**src/rtl/vga_scanner.sv**
```systemverilog
// vga_scanner: VGA raster timing generator and pin output stage.
// Produces the framebuffer pixel index for the palette stage and re-aligns the
// returned colour with delayed active/sync before driving the pins.
// Optional feature: define VGA_SCANNER_TEST_PATTERN_EN to add test_pattern_i,
// which replaces the colour source with eight vertical colour bars.
module vga_scanner #(
  parameter int H_ACTIVE          = 640,
  parameter int H_FP              = 16,
  parameter int H_SYNC            = 96,
  parameter int H_BP              = 48,
  parameter int V_ACTIVE          = 480,
  parameter int V_FP              = 10,
  parameter int V_SYNC            = 2,
  parameter int V_BP              = 33,
  parameter int SCALE_SHIFT       = 1,
  parameter int PIX_DIV           = 4,
  parameter int PIPE_LATENCY      = 4,
  parameter int FB_BITS           = 17,
  parameter int PIXEL_COLOR_WIDTH = 12
) (
  input  logic                         clk_i,
  input  logic                         reset_ni,
  output logic [FB_BITS-1:0]           pixel_index_o,
  input  logic [PIXEL_COLOR_WIDTH-1:0] pixel_color_i,
`ifdef VGA_SCANNER_TEST_PATTERN_EN
  input  logic                         test_pattern_i,
`endif
  output logic [3:0]                   vga_r_o,
  output logic [3:0]                   vga_g_o,
  output logic [3:0]                   vga_b_o,
  output logic                         vga_hs_o,
  output logic                         vga_vs_o,
  output logic                         frame_start_o
);

  localparam int H_TOTAL = H_ACTIVE + H_FP + H_SYNC + H_BP;
  localparam int V_TOTAL = V_ACTIVE + V_FP + V_SYNC + V_BP;
  localparam int HC_W    = $clog2(H_TOTAL);
  localparam int VC_W    = $clog2(V_TOTAL);
  localparam int DIV_W   = $clog2(PIX_DIV);
  localparam int FB_W    = H_ACTIVE >> SCALE_SHIFT;
  localparam int HS_BEG  = H_ACTIVE + H_FP;
  localparam int HS_END  = HS_BEG + H_SYNC;
  localparam int VS_BEG  = V_ACTIVE + V_FP;
  localparam int VS_END  = VS_BEG + V_SYNC;

  // Low SCALE_SHIFT bits of vcount all set marks the last repeat of a framebuffer row.
  localparam logic [VC_W-1:0] ROW_LAST_MASK = VC_W'((1 << SCALE_SHIFT) - 1);

  logic [DIV_W-1:0]   div;
  logic               tick;
  logic [HC_W-1:0]    hcount;
  logic [HC_W-1:0]    hcount_nxt;
  logic [VC_W-1:0]    vcount;
  logic [VC_W-1:0]    vcount_nxt;
  logic [FB_BITS-1:0] row_base;
  logic [FB_BITS-1:0] row_base_nxt;
  logic               h_wrap;
  logic               v_wrap;
  logic               act;
  logic               act_nxt;
  logic               hs;
  logic               vs;

  logic               vld_p1 [PIPE_LATENCY];
  logic               hs_p1  [PIPE_LATENCY];
  logic               vs_p1  [PIPE_LATENCY];
  logic [11:0]        color_sel;

`ifdef VGA_SCANNER_TEST_PATTERN_EN
  localparam int BAR_W = H_ACTIVE / 8;

  logic [2:0]         bar;
  logic [2:0]         bar_p1 [PIPE_LATENCY];

  // Bar order white, yellow, cyan, green, magenta, red, blue, black.
  function automatic logic [11:0] bar_color(input logic [2:0] b);
    return {{4{~b[1]}}, {4{~b[2]}}, {4{~b[0]}}};
  endfunction
`endif

  // Stage p0: pixel-rate divider, raster counters, row base and pixel index
  always_comb begin
    tick         = (div == DIV_W'(PIX_DIV - 1));
    h_wrap       = (hcount == HC_W'(H_TOTAL - 1));
    v_wrap       = (vcount == VC_W'(V_TOTAL - 1));
    hcount_nxt   = h_wrap ? '0 : hcount + 1'b1;
    vcount_nxt   = vcount;
    if (h_wrap) begin
      vcount_nxt = v_wrap ? '0 : vcount + 1'b1;
    end
    row_base_nxt = row_base;
    if (h_wrap && v_wrap) begin
      row_base_nxt = '0;
    end else if (h_wrap && (vcount < VC_W'(V_ACTIVE)) &&
                 ((vcount & ROW_LAST_MASK) == ROW_LAST_MASK)) begin
      row_base_nxt = row_base + FB_BITS'(FB_W);
    end
    act_nxt = (hcount_nxt < HC_W'(H_ACTIVE)) && (vcount_nxt < VC_W'(V_ACTIVE));
    act     = (hcount < HC_W'(H_ACTIVE)) && (vcount < VC_W'(V_ACTIVE));
    hs      = !((hcount >= HC_W'(HS_BEG)) && (hcount < HC_W'(HS_END)));
    vs      = !((vcount >= VC_W'(VS_BEG)) && (vcount < VC_W'(VS_END)));
  end

  always_ff @(posedge clk_i or negedge reset_ni) begin
    if (!reset_ni) begin
      div           <= '0;
      hcount        <= '0;
      vcount        <= '0;
      row_base      <= '0;
      pixel_index_o <= '0;
      frame_start_o <= 1'b0;
    end else begin
      frame_start_o <= tick && h_wrap && v_wrap;
      div           <= tick ? '0 : div + 1'b1;
      if (tick) begin
        hcount   <= hcount_nxt;
        vcount   <= vcount_nxt;
        row_base <= row_base_nxt;
        if (act_nxt) begin
          pixel_index_o <= row_base_nxt + FB_BITS'(hcount_nxt >> SCALE_SHIFT);
        end
      end
    end
  end

  // Stage p1: per-cycle delay line matching the palette lookup latency
`ifdef VGA_SCANNER_TEST_PATTERN_EN
  assign bar = 3'(hcount / HC_W'(BAR_W));
`endif

  always_ff @(posedge clk_i or negedge reset_ni) begin
    if (!reset_ni) begin
      for (int i = 0; i < PIPE_LATENCY; i++) begin
        vld_p1[i] <= 1'b0;
        hs_p1[i]  <= 1'b1;
        vs_p1[i]  <= 1'b1;
`ifdef VGA_SCANNER_TEST_PATTERN_EN
        bar_p1[i] <= '0;
`endif
      end
    end else begin
      vld_p1[0] <= act;
      hs_p1[0]  <= hs;
      vs_p1[0]  <= vs;
`ifdef VGA_SCANNER_TEST_PATTERN_EN
      bar_p1[0] <= bar;
`endif
      for (int i = 1; i < PIPE_LATENCY; i++) begin
        vld_p1[i] <= vld_p1[i-1];
        hs_p1[i]  <= hs_p1[i-1];
        vs_p1[i]  <= vs_p1[i-1];
`ifdef VGA_SCANNER_TEST_PATTERN_EN
        bar_p1[i] <= bar_p1[i-1];
`endif
      end
    end
  end

  // Stage p2: registered pins, colour blanked outside the active window
  always_comb begin
    color_sel = pixel_color_i[11:0];
`ifdef VGA_SCANNER_TEST_PATTERN_EN
    if (test_pattern_i) begin
      color_sel = bar_color(bar_p1[PIPE_LATENCY-1]);
    end
`endif
  end

  always_ff @(posedge clk_i or negedge reset_ni) begin
    if (!reset_ni) begin
      vga_r_o  <= '0;
      vga_g_o  <= '0;
      vga_b_o  <= '0;
      vga_hs_o <= 1'b1;
      vga_vs_o <= 1'b1;
    end else begin
      if (vld_p1[PIPE_LATENCY-1]) begin
        vga_r_o <= color_sel[11:8];
        vga_g_o <= color_sel[7:4];
        vga_b_o <= color_sel[3:0];
      end else begin
        vga_r_o <= '0;
        vga_g_o <= '0;
        vga_b_o <= '0;
      end
      vga_hs_o <= hs_p1[PIPE_LATENCY-1];
      vga_vs_o <= vs_p1[PIPE_LATENCY-1];
    end
  end

endmodule
```
**config.mk**
```make
export PLATFORM = sky130hd
export DESIGN_NAME = vga_scanner
export DESIGN_NICKNAME = d
export VERILOG_FILES = /design/src/rtl/vga_scanner.sv
export SDC_FILE = /design/constraint.sdc
export NUM_CORES = 1
export LEC_CHECK = 0
export ABC_AREA = 1
export BUFFER_PORTS_ARGS = -buffer_cell sky130_fd_sc_hd__buf_2
export CORE_MARGIN = 10
export CORE_UTILIZATION = 40
export CTS_CLUSTER_SIZE = 8
export DETAILED_ROUTE_END_ITERATION = 8
export GPL_ROUTABILITY_DRIVEN = 0
export PLACE_DENSITY = 0.68
export SYNTH_ARGS = -nofsm -noshare
export SYNTH_HDL_FRONTEND = slang
export SYNTH_SLANG_ARGS = --single-unit
```
**constraint.sdc**
```tcl
create_clock -name clk_i -period 3.3 [get_ports clk_i]
set_input_delay 0.165 -clock clk_i [delete_from_list [all_inputs] [get_ports clk_i]]
set_output_delay 0.165 -clock clk_i [all_outputs]
set_load 0.05 [all_outputs]
```
==> out/results.ini <==
[outcome]
status = complete, but fails checks
failed_checks = negative hold slack

[synthesis]
ys_dominant_reg_cell = dfrtp_1
yosysUniqueCellTypes = 38
synth-edff-count = 0
ys_warn_count = 0
synth_fp_nets = 592
synthesis.area_um2 = 4420
yosys_register_bits = 83
async_flop_share_pct = 100
synthCells = 562
ys_seq_area_share_pct = 47.3
syn-mean-instance-area_um2 = 7.87

[global_route]
use_met2_pct = 21.4
grt_pass1_vias = 3721
top_usage_layer = met2
grt_use_met1_pct = 16.1
antenna_found_initial = 0
overflow = 0
grt_pass1_wl_um = 17600
grt_use_total_pct = 13.1
grt_use_met3_pct = 2.66
grt_max_degree = 84

[layout]
antenna_cells = 0
fin_util_pct = 48.0
finalInstanceArea_um2 = 5200
n_fill_cell = 1031
syn2layout_area_growth_pct = 17.7
nets = 660
final_cell_mix = nand2_1, dfrtp_1, inv_1
mostFrequentLayoutCell = nand2_1
drive_gt1_share_pct = 19.7
multi_input_area_um2 = 1980
register_area_um2 = 2090

[setup_path]
crit_type = reg -> reg
cp_top_family = compound AO/OA/AOI/OAI gates
crit_chain = ha_2 > nand3_2 > clkinv_2 > nand3_2 > buf_4 > o21ai_0 > a211oi_1 > ha_1 > a21oi_1 > o21ai_0 > a21oi_1 > nor2_1 > nor2_1 > xor2_1 > o21ai_1
arrival_ns = 3.27
startpoint_type = flop
cp_num_buf_inv = 2
rrSetupSlack_ns = 0.28
critical_path.max_stage_delay_ns = 0.42
crit_fanout = 5
required_ns = 3.55
critPathCaptureType = flop
rr_startpoint = hcount[0]$_DFFE_PN0P_
crit_path_top_delay_cell = dfrtp_1
rr_endpoint = pixel_index_o[7]$_DFFE_PN0P_
ff2ff_path_depth = 15

[pwr]
seq_power_share_pct = 55.3
power_frac_comb_pct = 4.2
p_int_uw = 1420
pwr_density_cell_nw_per_um2 = 357
clkPwrFrac_pct = 40.5
p_sw_share_pct = 23.7
peakVddDrop_mv = 0.208
switchingPower_uw = 440
total_power_uw = 1860
leakagePower_uw = 0.00259

[clock_tree]
ctsLongestPathBuffers = 2
cts_max_level = 3
clock-root-buffer = clkbuf_8
cts_tree = done
cts.sinks = 83
insertion_delay_ns = 0.37
numCtsBuffers = 9
clkSlewWorstSetupHoldPaths_ns = 0.09

[placed_design]
dp_hpwl_um = 7440
io_buffer_count = 45
dpl_cell_area_um2 = 4820

[timing]
finClkSkew_ns = 0.0139
hold_violations = 15
period_share_pct = 91.5
tightest_slew_ns = 1.04
period_minus_slack_ns = 3.02
whs_ns = -0.0114
slew_headroom_pct = 30.6
drv_slew = 0
max_freq_ghz = 0.331
report.final.setup_viol = 0

[detailed_routing]
drt_iter0_markers = 354
wire_per_inst_um = 13.2
firstDrtPassIters = 5
wl_um = 10200
num_vias = 3814
drc = 0
ant_nets = 0
viasPerCell = 4.92

[flow_run]
maxCapViolCount = 0

[hold_path]
hp-class = in -> async

[floorplan]
die_w_um = 125
core_area_um2 = 10800
initial_core_util_pct = 40.8
rows = 38
io_pins = 46
die_h_um = 125
die_area_um2 = 15700

==> flip-flops by register name, summed over array words and instances (netlist names) <==
| signal | count |
|---|---|
| hs_p1 | 4 |
| vs_p1 | 4 |
| hcount | 10 |
| vga_g_o | 4 |
| pixel_index_o | 17 |
| vcount | 10 |
| row_base | 17 |
| vga_hs_o | 1 |
| frame_start_o | 1 |
| vga_b_o | 4 |
| vga_r_o | 4 |
| div | 2 |
| vld_p1 | 4 |
| vga_vs_o | 1 |
==> power by group through the flow <==
stage | logic, uW | registers, uW | clock network, uW
2_1_floorplan | 5.35 | 1070 | 0
3_3_place_gp | 69.6 | 1050 | 0
3_5_place_dp | 70.9 | 1050 | 0
4_1_cts | 81.0 | 1030 | 769
5_1_grt | 87.0 | 1030 | 806
6_report | 78.8 | 1030 | 751
==> synth_stat cells (7+ instances only) <==
cell type,instances,share of area (%)
ha_1,15,4.2
dfstp_2,10,5.9
nand2_1,154,13
dfrtp_1,73,41
o21ai_0,44,5.0
inv_1,71,6.0
xor2_1,13,2.6
nand3_1,43,4.9
a21oi_1,11,1.2
nor3_1,11,1.2
clkbuf_1,7,0.59
o21ai_1,10,1.1
nor2_1,44,3.7
inv_2,10,0.85
==> stage by stage <==
step           setup TNS, ns  instances  worst slack [ns]
2_1_floorplan              0        562             0.153
3_3_place_gp               0        744             0.291
3_5_place_dp               0        744             0.151
4_1_cts                    0        771             0.131
5_1_grt              -0.0331        775           -0.0310
6_report                   0        775             0.280
==> cells by family (layout without fill, tap and decap cells) <==
group                      after synthesis  count (layout)  synth area share (%)
AOI/OAI and AO/OA                       78              78                  9.51
DFF                                     83              83                  47.3
and+or+nand+nor                        273             273                  26.7
buffers and inverters                   96             169                  8.66
adders and majority gates               16              16                  4.70
xor gates and xnor gates                16              16                  3.17
==> repair_timing <==
action,4_1_cts,5_1_grt
hold endpoints to repair,11,0
setup endpoints to repair,0,5
resized for setup,0,16
setup buffers,0,4
hold buffers,11,0
==> area by class of cell <==
type                       instances  area share [%]
tap                              140            3.37
multi-input combinational        383            38.1
clock inverter                     6            1.23
clock buffer                      10            2.64
timing repair buffer              69            8.44
inverter                          84            6.08
sequential                        83            40.1
==> worst max path at each step <==
stage,from,endpoint,slack [ns],cells past startpoint
after global placement,hcount[0]$_DFFE_PN0P_,pixel_index_o[16]$_DFFE_PN0P_,0.29,21
final,hcount[0]$_DFFE_PN0P_,pixel_index_o[7]$_DFFE_PN0P_,0.28,15
after CTS,hcount[0]$_DFFE_PN0P_,pixel_index_o[16]$_DFFE_PN0P_,0.13,20
after detailed placement,hcount[0]$_DFFE_PN0P_,pixel_index_o[16]$_DFFE_PN0P_,0.15,20
after floorplan,hcount[0]$_DFFE_PN0P_,pixel_index_o[16]$_DFFE_PN0P_,0.15,22
after global routing,hcount[0]$_DFFE_PN0P_,pixel_index_o[15]$_DFFE_PN0P_,-0.03,21
==> metal layers <==
| metal | wire, um | up-vias |
|---|---|---|
| li1 | - | 1912 |
| met1 | 4660 | 1788 |
| met2 | 4780 | 95 |
| met3 | 535 | 19 |
| met4 | 237 | 0 |
| met5 | 0 | - |
(Power assumes the default switching activity.)
